<file path="src/rtl/nn_config_loader.sv">
// -----------------------------------------------------------------------------
// nn_config_loader
//
// Purpose:
//   Parses a 32-bit configuration stream into weight and bias write strobes
//   for one neuron at a time. Each sequence starts with a header word:
//     [31:30] type   00 = weights, 01 = bias, 11 = end, 10 = illegal
//     [29:22] layer number
//     [21:14] neuron number
//     [13:0]  payload word count (weights only)
//   Payload words are written out one cycle after they are accepted, through
//   registered strobes. An end header parks the block in DONE. A malformed
//   header parks it in ERROR. A start pulse returns it to IDLE from either.
//
// Ports:
//   clk                  rising-edge clock
//   reset                asynchronous active-low reset
//   cfgData / cfgValid   configuration stream word and its qualifier
//   cfgReady             loader accepts a word when cfgValid && cfgReady
//   start                one-cycle pulse, leaves DONE / ERROR
//   weightWriteEn        weight write strobe (weightValid is an alias)
//   weightAddr           weight index for the current strobe
//   weightData           weight word for the current strobe
//   biasWriteEn          bias write strobe
//   biasData             bias word for the current strobe
//   config_layer_number  latched layer field, zero-extended
//   config_neuron_number latched neuron field, zero-extended
//   busy, done, error    status flags
// -----------------------------------------------------------------------------
module nn_config_loader #(
   parameter int numWeights = 256,
   parameter int layerWidth = 8,
   parameter int neuronWidth = 8,
   localparam int addressWidth = $clog2(numWeights)
) (
   input  logic                    clk,
   input  logic                    reset,
   input  logic [31:0]             cfgData,
   input  logic                    cfgValid,
   output logic                    cfgReady,
   input  logic                    start,
   output logic                    weightWriteEn,
   output logic                    weightValid,
   output logic                    biasWriteEn,
   output logic [31:0]             weightData,
   output logic [31:0]             biasData,
   output logic [addressWidth-1:0] weightAddr,
   output logic [31:0]             config_layer_number,
   output logic [31:0]             config_neuron_number,
   output logic                    busy,
   output logic                    done,
   output logic                    error
);

   typedef enum logic [2:0] {
      IDLE   = 3'd0,
      WEIGHT = 3'd1,
      BIAS   = 3'd2,
      DONE   = 3'd3,
      ERROR  = 3'd4
   } stateType;

   localparam logic [1:0]  typeWeights = 2'b00;
   localparam logic [1:0]  typeBias    = 2'b01;
   localparam logic [1:0]  typeEnd     = 2'b11;
   localparam logic [14:0] maxCount    = 15'(numWeights);

   stateType stateReg;
   stateType stateNext;

   // Header field decode, only meaningful while the FSM is in IDLE.
   logic [1:0]             hdrType;
   logic [layerWidth-1:0]  hdrLayer;
   logic [neuronWidth-1:0] hdrNeuron;
   logic [13:0]            hdrCount;
   logic                   countOk;

   assign hdrType   = cfgData[31:30];
   assign hdrLayer  = cfgData[22 +: layerWidth];
   assign hdrNeuron = cfgData[14 +: neuronWidth];
   assign hdrCount  = cfgData[13:0];
   assign countOk   = (hdrCount != 14'd0) && ({1'b0, hdrCount} <= maxCount);

   logic accept;
   assign accept = cfgValid && cfgReady;

   // Datapath registers
   logic                    weightWriteEnReg;
   logic                    biasWriteEnReg;
   logic [31:0]             weightDataReg;
   logic [31:0]             biasDataReg;
   logic [addressWidth-1:0] weightAddrReg;
   logic [addressWidth-1:0] wordCountReg;
   // Index of the final payload word (count - 1); saves a subtract per word.
   logic [addressWidth-1:0] lastIndexReg;
   logic [layerWidth-1:0]   layerReg;
   logic [neuronWidth-1:0]  neuronReg;

   logic lastWord;
   assign lastWord = (wordCountReg == lastIndexReg);

   // ---------------------------------------------------------------------
   // FSM: state register
   // ---------------------------------------------------------------------
   always_ff @(posedge clk or negedge reset) begin
      if (!reset) begin
         stateReg <= IDLE;
      end else begin
         stateReg <= stateNext;
      end
   end

   // ---------------------------------------------------------------------
   // FSM: next-state logic
   // ---------------------------------------------------------------------
   always_comb begin
      stateNext = stateReg;
      case (stateReg)
         IDLE: begin
            if (cfgValid) begin
               case (hdrType)
                  typeWeights: stateNext = countOk ? WEIGHT : ERROR;
                  typeBias:    stateNext = BIAS;
                  typeEnd:     stateNext = DONE;
                  default:     stateNext = ERROR;
               endcase
            end
         end
         WEIGHT: begin
            if (cfgValid && lastWord) begin
               stateNext = IDLE;
            end
         end
         BIAS: begin
            if (cfgValid) begin
               stateNext = IDLE;
            end
         end
         DONE, ERROR: begin
            if (start) begin
               stateNext = IDLE;
            end
         end
         default: stateNext = IDLE;
      endcase
   end

   // ---------------------------------------------------------------------
   // FSM: state-decoded outputs
   // ---------------------------------------------------------------------
   always_comb begin
      cfgReady = 1'b0;
      busy     = weightWriteEnReg || biasWriteEnReg;
      done     = 1'b0;
      error    = 1'b0;
      case (stateReg)
         IDLE:   cfgReady = 1'b1;
         WEIGHT: begin
            cfgReady = 1'b1;
            busy     = 1'b1;
         end
         BIAS: begin
            cfgReady = 1'b1;
            busy     = 1'b1;
         end
         DONE:   done  = 1'b1;
         ERROR:  error = 1'b1;
         default: cfgReady = 1'b0;
      endcase
   end

   // ---------------------------------------------------------------------
   // Datapath: header latching, word counter and registered strobes.
   // Strobes default low every cycle so each accepted word yields exactly
   // one strobe cycle; data and address hold between strobes.
   // ---------------------------------------------------------------------
   always_ff @(posedge clk or negedge reset) begin
      if (!reset) begin
         weightWriteEnReg <= 1'b0;
         biasWriteEnReg   <= 1'b0;
         weightDataReg    <= '0;
         biasDataReg      <= '0;
         weightAddrReg    <= '0;
         wordCountReg     <= '0;
         lastIndexReg     <= '0;
         layerReg         <= '0;
         neuronReg        <= '0;
      end else begin
         weightWriteEnReg <= 1'b0;
         biasWriteEnReg   <= 1'b0;
         if (accept) begin
            case (stateReg)
               IDLE: begin
                  if (hdrType == typeWeights && countOk) begin
                     layerReg     <= hdrLayer;
                     neuronReg    <= hdrNeuron;
                     lastIndexReg <= addressWidth'(hdrCount - 14'd1);
                     wordCountReg <= '0;
                  end else if (hdrType == typeBias) begin
                     layerReg  <= hdrLayer;
                     neuronReg <= hdrNeuron;
                  end
               end
               WEIGHT: begin
                  weightWriteEnReg <= 1'b1;
                  weightDataReg    <= cfgData;
                  weightAddrReg    <= wordCountReg;
                  wordCountReg     <= wordCountReg + 1'b1;
               end
               BIAS: begin
                  biasWriteEnReg <= 1'b1;
                  biasDataReg    <= cfgData;
               end
               default: ;
            endcase
         end
      end
   end

   assign weightWriteEn        = weightWriteEnReg;
   assign weightValid          = weightWriteEnReg;
   assign biasWriteEn          = biasWriteEnReg;
   assign weightData           = weightDataReg;
   assign biasData             = biasDataReg;
   assign weightAddr           = weightAddrReg;
   assign config_layer_number  = 32'(layerReg);
   assign config_neuron_number = 32'(neuronReg);

endmodule

</file>
<file path="config.mk">
export PLATFORM = sky130hd
export DESIGN_NAME = nn_config_loader
export DESIGN_NICKNAME = d
export VERILOG_FILES = /design/src/rtl/nn_config_loader.sv
export SDC_FILE = /design/constraint.sdc
export NUM_CORES = 1
export LEC_CHECK = 0
export ABC_AREA = 0
export BUFFER_PORTS_ARGS = -buffer_cell sky130_fd_sc_hd__buf_2
export CAP_MARGIN = 20
export CELL_PAD_IN_SITES_DETAIL_PLACEMENT = 1
export CELL_PAD_IN_SITES_GLOBAL_PLACEMENT = 1
export CORE_UTILIZATION = 40
export CTS_BUF_LIST = sky130_fd_sc_hd__clkbuf_8 sky130_fd_sc_hd__clkbuf_16
export CTS_CLUSTER_DIAMETER = 120
export DETAILED_ROUTE_END_ITERATION = 6
export PLACE_DENSITY_LB_ADDON = 0.1
export SETUP_SLACK_MARGIN = 0.1
export SLEW_MARGIN = 20
export SYNTH_ARGS = -nofsm -noshare
export SYNTH_HDL_FRONTEND = slang
export SYNTH_SLANG_ARGS = --single-unit
</file>
<file path="constraint.sdc">
create_clock -name clk -period 3.2 [get_ports clk]
set_input_delay 0.16 -clock clk [delete_from_list [all_inputs] [get_ports clk]]
set_output_delay 0.16 -clock clk [all_outputs]
set_load 0.01 [all_outputs]
</file>
==> run metrics <==
vias per cell=4.82; Startpoint Class=register; final setup fails=0; setup TNS=0 ns; predominant post-synthesis flop cell=dfrtp_1; Die ar.=12700 µm²; status=finished, final reports clean; setup bufs post-CTS=0; first-pass GRT wire length=19900 µm; Design Area, Final=5870 µm²; GRT Residual Overflow=0; CTS tree=done; Mapped Avg Cell Area=10.8 µm²; Final min period=2.31 ns; Die Ht=113 µm; Worst Skew=0.00765 ns; DRT iter0 DRCs=104; leakage power=3.09 nW; TritonCTS Buffers=9; Worst-Margin Slew=0.741 ns; synthesized flop and latch total=109; Pwr Density=899 nW/µm²; Initial Utilization=41.0%; commonest cells after routing, fill and taps aside=buf_2, nand2_1, dfrtp_1, conb_1, mux2_2; Final nets=621; commonest non-fill, non-tap cell in the layout=buf_2; Total Power=5.27 mW; Area after DPL=5560 µm²; final hold viol count=0; clk slew on worst S/H paths=0.07 ns; I/O pin cnt=179; Syn Inst Count=455; reg2reg path depth=5; Final WS setup=0.886 ns; Detail Placement HPWL=8490 µm; Max Cap Viol=0; hold path start=cfgData[14]; CTS max path bufs=2; RSZ-0062 raised after global routing=false; Final ANT Viol Nets=0; Core ar.=12000 µm²; post-place setup slack=0.721 ns; site row count=40; final wirelength=12000 µm; Hold Crit Depth=3; synthesized cell area=4920 µm²; VDD IR-drop max=0.413 mV; Crit Path Max Fanout=16; Slew Limit Headroom=50.6%; setup slack, reg-to-reg=0.89 ns; H-tree depth=3; chip width=113 µm; gpl congestion=0.748; vias=3538; Synth warnings=0; fin crit share=72.3%; Clk Latency, worst-skew pair=0.35 ns; Crit Reg-Reg Endpoint=layerReg[3]; worst hold endpoint=weightData[14]; layout cells sized above 1=33.9%; post-layout util=48.9%; reg2reg start=stateReg[2]; WL/cell=16.3 µm; DRC errors left=0; Post-synth EDFFs=0; clock root buffer=clkbuf_16; Netlist cell types=41; vias in the first global route=3786; Area Overhead vs Synth=19.2%; Arrival @ worst endpoint=2.54 ns; critical path class=reg -> reg; HP Class=in -> reg; crit end category=register; register area share after synthesis=55.4%; required time of the worst setup path=3.43 ns; Slew Limit Fails=0; pin count of the biggest net entering global routing=58; Port Buf Inserts=130; total track usage=20.2%; Max Clk Rate=0.432 GHz; Sink Count=109; Antenna Cells=0; DRT Pass-1 Iters=4; asr flop ratio synth=100%; initial antenna violation count=0
state kept, by name (all words and copies together) (netlist names):
register	count
weightValid	1
lastIndexReg	8
biasData	32
neuronReg	8
weightAddr	8
stateReg	3
wordCountReg	8
layerReg	8
weightData	32
biasWriteEn	1
power by group:
part | switching, mW | internal, mW
Sequential | 0.340 | 1.92
Clock | 0.503 | 0.621
Combinational | 1.03 | 0.858
Yosys cell counts, types with 2 or more instances:
library cell	n	area, µm²
nand2_1	124	465
dfrtp_1	109	2730
buf_4	50	375
mux2_2	40	450
clkbuf_1	13	48.8
nor2_1	13	48.8
mux2_1	10	113
xnor2_1	10	87.6
o21ai_0	9	45.0
inv_1	7	26.3
nand3_1	7	35.0
mux2_4	6	90.1
nor3_1	6	30.0
a21oi_1	5	25.0
nor4_1	4	25.0
xor2_1	4	35.0
a22o_1	3	26.3
buf_1	3	11.3
ha_1	3	37.5
nand4_1	3	18.8
a211o_1	2	17.5
a31oi_1	2	12.5
and3_1	2	12.5
o21ai_1	2	10.0
or4_1	2	15.0
through the flow:
step	hold WS [ns]	std cells
after global placement	0.274	717
after CTS	0.0247	734
after global routing	0.0412	734
final	0.0352	734
after floorplan	-0.136	502
after detailed placement	0.278	717
area by class of cell:
cell class / count / area [µm²]
clock buffers: 10 / 239
clock inverters: 6 / 55.1
fillers: 1393 / 6140
inverters: 7 / 26.3
multi-input cells: 319 / 1910
flip-flops and latches: 109 / 2730
well taps: 147 / 184
repair buffers: 136 / 726
worst max-delay path by stage:
stage / from / to / slack (ns)
after floorplan: cfgData[11] / layerReg[0] / 1.24
after global placement: cfgData[11] / neuronReg[0] / 0.77
after detailed placement: cfgData[5] / neuronReg[0] / 0.72
after CTS: stateReg[2] / layerReg[0] / 0.86
after global routing: stateReg[2] / neuronReg[0] / 0.68
final: stateReg[2] / layerReg[3] / 0.89
routing by layer:
metal,GRT usage [%],vias to the layer above,routed length (µm)
met5,0,-,0
met3,4.93,14,639
met4,7.37,0,168
li1,-,1648,-
met2,33.7,95,6040
met1,25.6,1781,5130
cells by family after synthesis:
logic type,after synthesis,share of synthesized area (%)
other cells,1,0.0762
compound gates,28,3.61
xor+xnor,14,2.49
flops,109,55.4
simple gates,170,14.7
fa+ha+maj,3,0.763
mux,56,13.3
buf+inv,74,9.61
worst max-delay path, stage by stage (launching register included):
cell and delay (ns):
dfrtp_1 0.50, nor2_1 0.39, nand2_1 0.13, a211o_1 0.50, nand2_4 0.30, mux2_1 0.37
what timing repair did:
item	in CTS	in global routing
resized for setup	0	0
hold buffers	1	0
endpoints found under the hold margin	56	0
Note: power is estimated with default switching activity, not from simulation.
